--- src/rtl/plic_reg_arbiter.sv ---
// plic_reg_arbiter
// Shares the single PLIC register bus port between N_MASTER requesters.
// Only one transaction is in flight at a time. The grant is held until the
// PLIC answers or the timeout fires. This keeps a claim read, which has a side
// effect on the gateway, from ever being duplicated or interleaved.
//
// Ports
//   clk_i, rst_i      clock (rising edge), asynchronous active-high reset
//   mst_valid_i       per-master request valid, held until that master's ready
//   mst_write_i       per-master write flag (1 = write, 0 = read)
//   mst_addr_i        per-master address, master 0 at the LSBs
//   mst_wdata_i       per-master write data
//   mst_wstrb_i       per-master byte strobes
//   mst_ready_o       per-master completion pulse (at most one bit set)
//   mst_rdata_o       shared read data, valid only with a ready bit, else 0
//   mst_error_o       per-master error, qualified by ready
//   slv_valid_o       request valid to the PLIC
//   slv_write_o       write flag to the PLIC
//   slv_addr_o        address to the PLIC
//   slv_wdata_o       write data to the PLIC
//   slv_wstrb_o       byte strobes to the PLIC
//   slv_ready_i       PLIC completion (may depend combinationally on slv_valid_o)
//   slv_rdata_i       PLIC read data
//   slv_error_i       PLIC error
//   busy_o            high while a transaction is in flight
//   grant_o           currently or most recently granted master index
module plic_reg_arbiter #(
  parameter int            N_MASTER = 2,
  parameter int            AW       = 32,
  parameter int            DW       = 32,
  parameter int            TIMEOUT  = 255,
  parameter logic [DW-1:0] ERR_DATA = DW'(32'hBADC0DE5)
) (
  input  logic                     clk_i,
  input  logic                     rst_i,
  input  logic [N_MASTER-1:0]      mst_valid_i,
  input  logic [N_MASTER-1:0]      mst_write_i,
  input  logic [N_MASTER*AW-1:0]   mst_addr_i,
  input  logic [N_MASTER*DW-1:0]   mst_wdata_i,
  input  logic [N_MASTER*DW/8-1:0] mst_wstrb_i,
  output logic [N_MASTER-1:0]      mst_ready_o,
  output logic [DW-1:0]            mst_rdata_o,
  output logic [N_MASTER-1:0]      mst_error_o,
  output logic                     slv_valid_o,
  output logic                     slv_write_o,
  output logic [AW-1:0]            slv_addr_o,
  output logic [DW-1:0]            slv_wdata_o,
  output logic [DW/8-1:0]          slv_wstrb_o,
  input  logic                     slv_ready_i,
  input  logic [DW-1:0]            slv_rdata_i,
  input  logic                     slv_error_i,
  output logic                     busy_o,
  output logic [((N_MASTER > 1) ? $clog2(N_MASTER) : 1)-1:0] grant_o
);

  localparam int GW = (N_MASTER > 1) ? $clog2(N_MASTER) : 1;
  localparam int SW = DW / 8;
  // The counter only has to reach TIMEOUT-1; the timeout fires on that value.
  localparam int TW = (TIMEOUT > 1) ? $clog2(TIMEOUT) : 1;
  localparam logic [TW-1:0] TLAST = (TIMEOUT > 0) ? TW'(TIMEOUT - 1) : '0;

  typedef enum logic {
    S_IDLE = 1'b0,
    S_BUSY = 1'b1
  } state_t;

  state_t        r_state, w_state_next;
  logic [GW-1:0] r_g, w_g_next;
  logic [GW-1:0] r_ptr, w_ptr_next;
  logic [TW-1:0] r_tcnt, w_tcnt_next;

  logic          w_any;
  logic [GW-1:0] w_sel;
  logic          w_busy;
  logic          w_g_valid;
  logic          w_done;
  logic          w_timeout;
  logic [GW-1:0] w_g_inc;

  // Per-master views of the packed request buses.
  logic [AW-1:0] w_addr  [N_MASTER];
  logic [DW-1:0] w_wdata [N_MASTER];
  logic [SW-1:0] w_wstrb [N_MASTER];

  generate
    for (genvar gi = 0; gi < N_MASTER; gi++) begin : g_unpack
      assign w_addr[gi]  = mst_addr_i[gi*AW +: AW];
      assign w_wdata[gi] = mst_wdata_i[gi*DW +: DW];
      assign w_wstrb[gi] = mst_wstrb_i[gi*SW +: SW];
    end
  endgenerate

  // Round-robin pick: first asserted valid scanning ptr, ptr+1, ... mod N.
  always_comb begin
    int idx;
    w_any = 1'b0;
    w_sel = '0;
    idx   = 0;
    for (int i = 0; i < N_MASTER; i++) begin
      idx = int'(r_ptr) + i;
      if (idx >= N_MASTER) begin
        idx = idx - N_MASTER;
      end
      if (!w_any && mst_valid_i[idx]) begin
        w_any = 1'b1;
        w_sel = GW'(idx);
      end
    end
  end

  assign w_busy    = (r_state == S_BUSY);
  assign w_g_valid = mst_valid_i[r_g];
  // A slave response in the timeout cycle wins, so timeout requires !ready.
  assign w_done    = w_busy && w_g_valid && slv_ready_i;
  assign w_timeout = (TIMEOUT != 0) && w_busy && w_g_valid && !slv_ready_i &&
                     (r_tcnt == TLAST);
  assign w_g_inc   = (r_g == GW'(N_MASTER - 1)) ? '0 : r_g + 1'b1;

  always_ff @(posedge clk_i or posedge rst_i) begin
    if (rst_i) begin
      r_state <= S_IDLE;
      r_g     <= '0;
      r_ptr   <= '0;
      r_tcnt  <= '0;
    end else begin
      r_state <= w_state_next;
      r_g     <= w_g_next;
      r_ptr   <= w_ptr_next;
      r_tcnt  <= w_tcnt_next;
    end
  end

  always_comb begin
    w_state_next = r_state;
    w_g_next     = r_g;
    w_ptr_next   = r_ptr;
    w_tcnt_next  = r_tcnt;
    case (r_state)
      S_IDLE: begin
        if (w_any) begin
          w_g_next     = w_sel;
          w_tcnt_next  = '0;
          w_state_next = S_BUSY;
        end
      end
      S_BUSY: begin
        if (!w_g_valid) begin
          // Requester abandoned its transaction: release without moving ptr.
          w_state_next = S_IDLE;
        end else if (w_done || w_timeout) begin
          w_state_next = S_IDLE;
          w_ptr_next   = w_g_inc;
        end else if (r_tcnt != '1) begin
          w_tcnt_next = r_tcnt + 1'b1;
        end
      end
      default: begin
        w_state_next = S_IDLE;
      end
    endcase
  end

  always_comb begin
    mst_ready_o = '0;
    mst_error_o = '0;
    mst_rdata_o = '0;
    slv_valid_o = w_busy && w_g_valid;
    slv_write_o = 1'b0;
    slv_addr_o  = '0;
    slv_wdata_o = '0;
    slv_wstrb_o = '0;
    if (w_busy) begin
      slv_write_o = mst_write_i[r_g];
      slv_addr_o  = w_addr[r_g];
      slv_wdata_o = w_wdata[r_g];
      slv_wstrb_o = w_wstrb[r_g];
    end
    if (w_done) begin
      mst_ready_o[r_g] = 1'b1;
      mst_error_o[r_g] = slv_error_i;
      mst_rdata_o      = slv_rdata_i;
    end else if (w_timeout) begin
      mst_ready_o[r_g] = 1'b1;
      mst_error_o[r_g] = 1'b1;
      mst_rdata_o      = ERR_DATA;
    end
  end

  assign busy_o  = w_busy;
  assign grant_o = r_g;

endmodule

--- config.mk ---
export PLATFORM = sky130hd
export DESIGN_NAME = plic_reg_arbiter
export DESIGN_NICKNAME = d
export VERILOG_FILES = /design/src/rtl/plic_reg_arbiter.sv
export SDC_FILE = /design/constraint.sdc
export NUM_CORES = 1
export LEC_CHECK = 0
export BUFFER_PORTS_ARGS = -buffer_cell sky130_fd_sc_hd__buf_2
export CORE_AREA = 3 3 108 110
export CTS_CLUSTER_DIAMETER = 120
export DETAILED_ROUTE_END_ITERATION = 10
export DIE_AREA = 0 0 111 113
export GPL_ROUTABILITY_DRIVEN = 0
export PLACE_DENSITY = 0.65
export SYNTH_ARGS = -nofsm -noshare
export SYNTH_HDL_FRONTEND = slang
export SYNTH_SLANG_ARGS = --single-unit
--- constraint.sdc ---
create_clock -name clk_i -period 2.25 [get_ports clk_i]
set_clock_uncertainty 0.1 [all_clocks]
set_input_delay 0.45 -clock clk_i [delete_from_list [all_inputs] [get_ports clk_i]]
set_output_delay 0.45 -clock clk_i [all_outputs]
set_load 0.005 [all_outputs]
==> flow_summary.toml <==
[status]
outcome = "finished clean"

[cells_and_area]
antenna_cells = 0
final_core_util_pct = 34.4
drive_gt1_share_pct = 58.4
num-nets-final = 720
final_cell_mix = "283 x buf_2, 71 x nor2_1, 71 x mux2i_1, 19 x o21a_1, 16 x and3_1"
final_common_cell = "buf_2"
fin_cells = 681
area_growth_pct = 92.6
n_fill_cell = 1173
design_area_um2 = 3720

[global_route]
met3_usage_pct = 3.26
first_global_vias = 2777
grt_first_pass_wirelength_mm = 14.7
top_usage_layer = "met2"
grt_usage_pct = 14.1
grt_max_degree = 75
grt-ovfl-total = 0
antenna_found_initial = 0
met2_usage_pct = 25.1
grt.met1_usage_pct = 17.8

[power]
irDropWorstVdd_v = 0.000604
p_seq_share_pct = 10.2
clockPowerShare_pct = 7.3
powerDensity_nw_per_um2 = 730
internal_power_mw = 1.46
combPwrFrac_pct = 82.6
switching_share_pct = 46.0
p_sw_mw = 1.25
power_mw = 2.71
power.static_leakage_nw = 2.37

[timing]
setup_tns_ns = 0
max_slew.worst_pin.slew_ns = 0.521
rsz0062_at_grt = "yes"
fmax_mhz = 446
finalCriticalPeriod_ns = 2.24
fin_ws_ns = 0.00921
max-slew-margin-rel_pct = 65.3
slew_viol_final = 0
finalHoldViolations = 0
finalCritPeriodShare_pct = 99.6
setup_viol = 0
holdWs_ns = 0.104

[detailed_routing]
detail-route-antenna-nets = 0
dr.pass1.iters = 4
vias = 2967
wl_mm = 9.95
post_drt_wl_per_cell_um = 14.6
drc_errors = 0
drt-initial-drc-count = 106
viasPerCell = 4.36

[placed_design]
port_buffers = 283
placed_cell_area_um2 = 3560
dp_cells = 670
dpl.hpwl_mm = 8.25
dp_slack_ns = 0.119

[die]
dieArea_um2 = 12500
io-pin-count = 284
fp.dieW_um = 111
start_util_pct = 17.9
core_area_um2 = 10800
rows = 38
dieHeight_um = 113

[clock_network]
clkSinkCount = 11
cts_root_buffer = "clkbuf_8"
cts_tree = "built"
cts.htree.levels = 1
max-clock-path-buffers = 2
hold_buffers = 0
clkTransAtPathRegs_ns = 0.05
cts_buffers = 3
clk_latency_ns = 0.24

[synthesis]
syn_nets = 436
synth_area_leaders = "mux2i_1 37%, dfrtp_1 14%, nor2_1 14%"
synthSimpleGateAreaFrac_pct = 25.5
postSynthCellCount = 258
netlist_area_um2 = 1930
synth_xor_area_share_pct = 1.36
ys_seq_elements = 11
avgSynthCellArea_um2 = 7.48
synthMuxAreaShare_pct = 38.5
synth-compound-area-share_pct = 13.3
yosysTopAreaCell = "mux2i_1"
synth_top_family_by_area = "multiplexers"
synth_warnings = 0
yosys.area_share.adder_pct = 1.30
ys_seq_area_share_pct = 14.3
synth.distinct_cells = 33
yosysTopAreaCellShare_pct = 37.4

[worst_hold_path]
hold_path_class = "in -> async"

[worst_setup_path]
worst-setup-path-type = "reg -> out"
start_kind = "flop"
critPathArrivalTime_ns = 1.69
cp-end-kind = "output pin"
worstPathRequired_ns = 1.70
cp_max_fo = 10

[run]
cap_violations = 0
[cells in the mapped netlist]
master    instances
o211a_1           2
mux2i_1          72
buf_2             8
nand2_1           4
ha_1              2
nand4_1           1
a21oi_1           1
mux2_2            2
a221o_1           2
and4_1            2
dfrtp_1          11
o21ai_0           2
xor2_1            1
a31oi_1           1
nand2b_1          1
o211ai_1          1
or3_1             1
and3_1           17
nor3_1            2
a22o_1            2
nand4b_1          1
nand3_1           3
nor2b_1           1
o311ai_0          1
inv_1             4
buf_1             4
xnor2_1           2
o2111a_1          1
clkbuf_1         11
o21a_1           20
nor2_1           71
and2_1            3
nor4b_1           1
[what timing repair did]
action | in CTS | in global routing
buffers inserted | 4 | 1
resized for setup | 5 | 3
gates cloned | 0 | 2
endpoints found under the setup margin | 22 | 24
[flip-flops by register name (all words and copies together), names as in the netlist]
signal   count
r_tcnt       8
grant_o      1
busy_o       1
r_ptr        1
[cell type report]
cell class / instances / area, µm² / area share (%)
sequential: 11 / 280 / 7.54
inverter: 4 / 15.0 / 0.404
tap: 140 / 175 / 4.71
clock buffer: 4 / 45.0 / 1.21
timing repair buffer: 302 / 1630 / 43.9
multi-input combinational: 220 / 1570 / 42.2
[logic make-up (layout without fill, tap and decap cells)]
logic type | Yosys count | in the layout
simple gates | 108 | 108
mux | 74 | 74
compound gates | 33 | 33
buf+inv | 27 | 310
flops | 11 | 11
xor+xnor | 3 | 3
fa+ha+maj | 2 | 2
[worst paths after layout]
| path | start | endpoint | slack (ns) | cells after the start |
|---|---|---|---|---|
| max | grant_o | mst_error_o[0] | 0.009 | 6 |
| min | rst_i | r_tcnt[7] | 0.10 | 2 |
| max reg2reg | r_tcnt[1] | r_tcnt[2] | 0.35 | 5 |
| min reg2reg | r_ptr | r_ptr | 0.43 | 1 |
| max in group asynchronous | rst_i | grant_o | 1.61 | 2 |
| min in group clk_i | mst_valid_i[0] | grant_o | 0.34 | 2 |
[per-layer routing]
layer / vias to the layer above / share of wire (%)
met5: - / 0
met4: 0 / 0.87
met3: 8 / 8.5
met2: 165 / 50
met1: 1318 / 40
li1: 1476 / -
[power by group through the flow]
stage	clock [mW]	combinational, mW	sequential [mW]
2_1_floorplan	0	1.32	0.274
3_3_place_gp	0	2.21	0.284
3_5_place_dp	0	2.21	0.284
4_1_cts	0.205	2.25	0.277
5_1_grt	0.218	2.47	0.283
6_report	0.197	2.24	0.276
[critical path, stage by stage (launching register included)]
cell	delay [ns]
dfrtp_4	0.49
mux2i_2	0.24
nor3_2	0.07
and3_4	0.20
buf_12	0.14
o211a_1	0.19
buf_2	0.12
(Power assumes the default switching activity.)
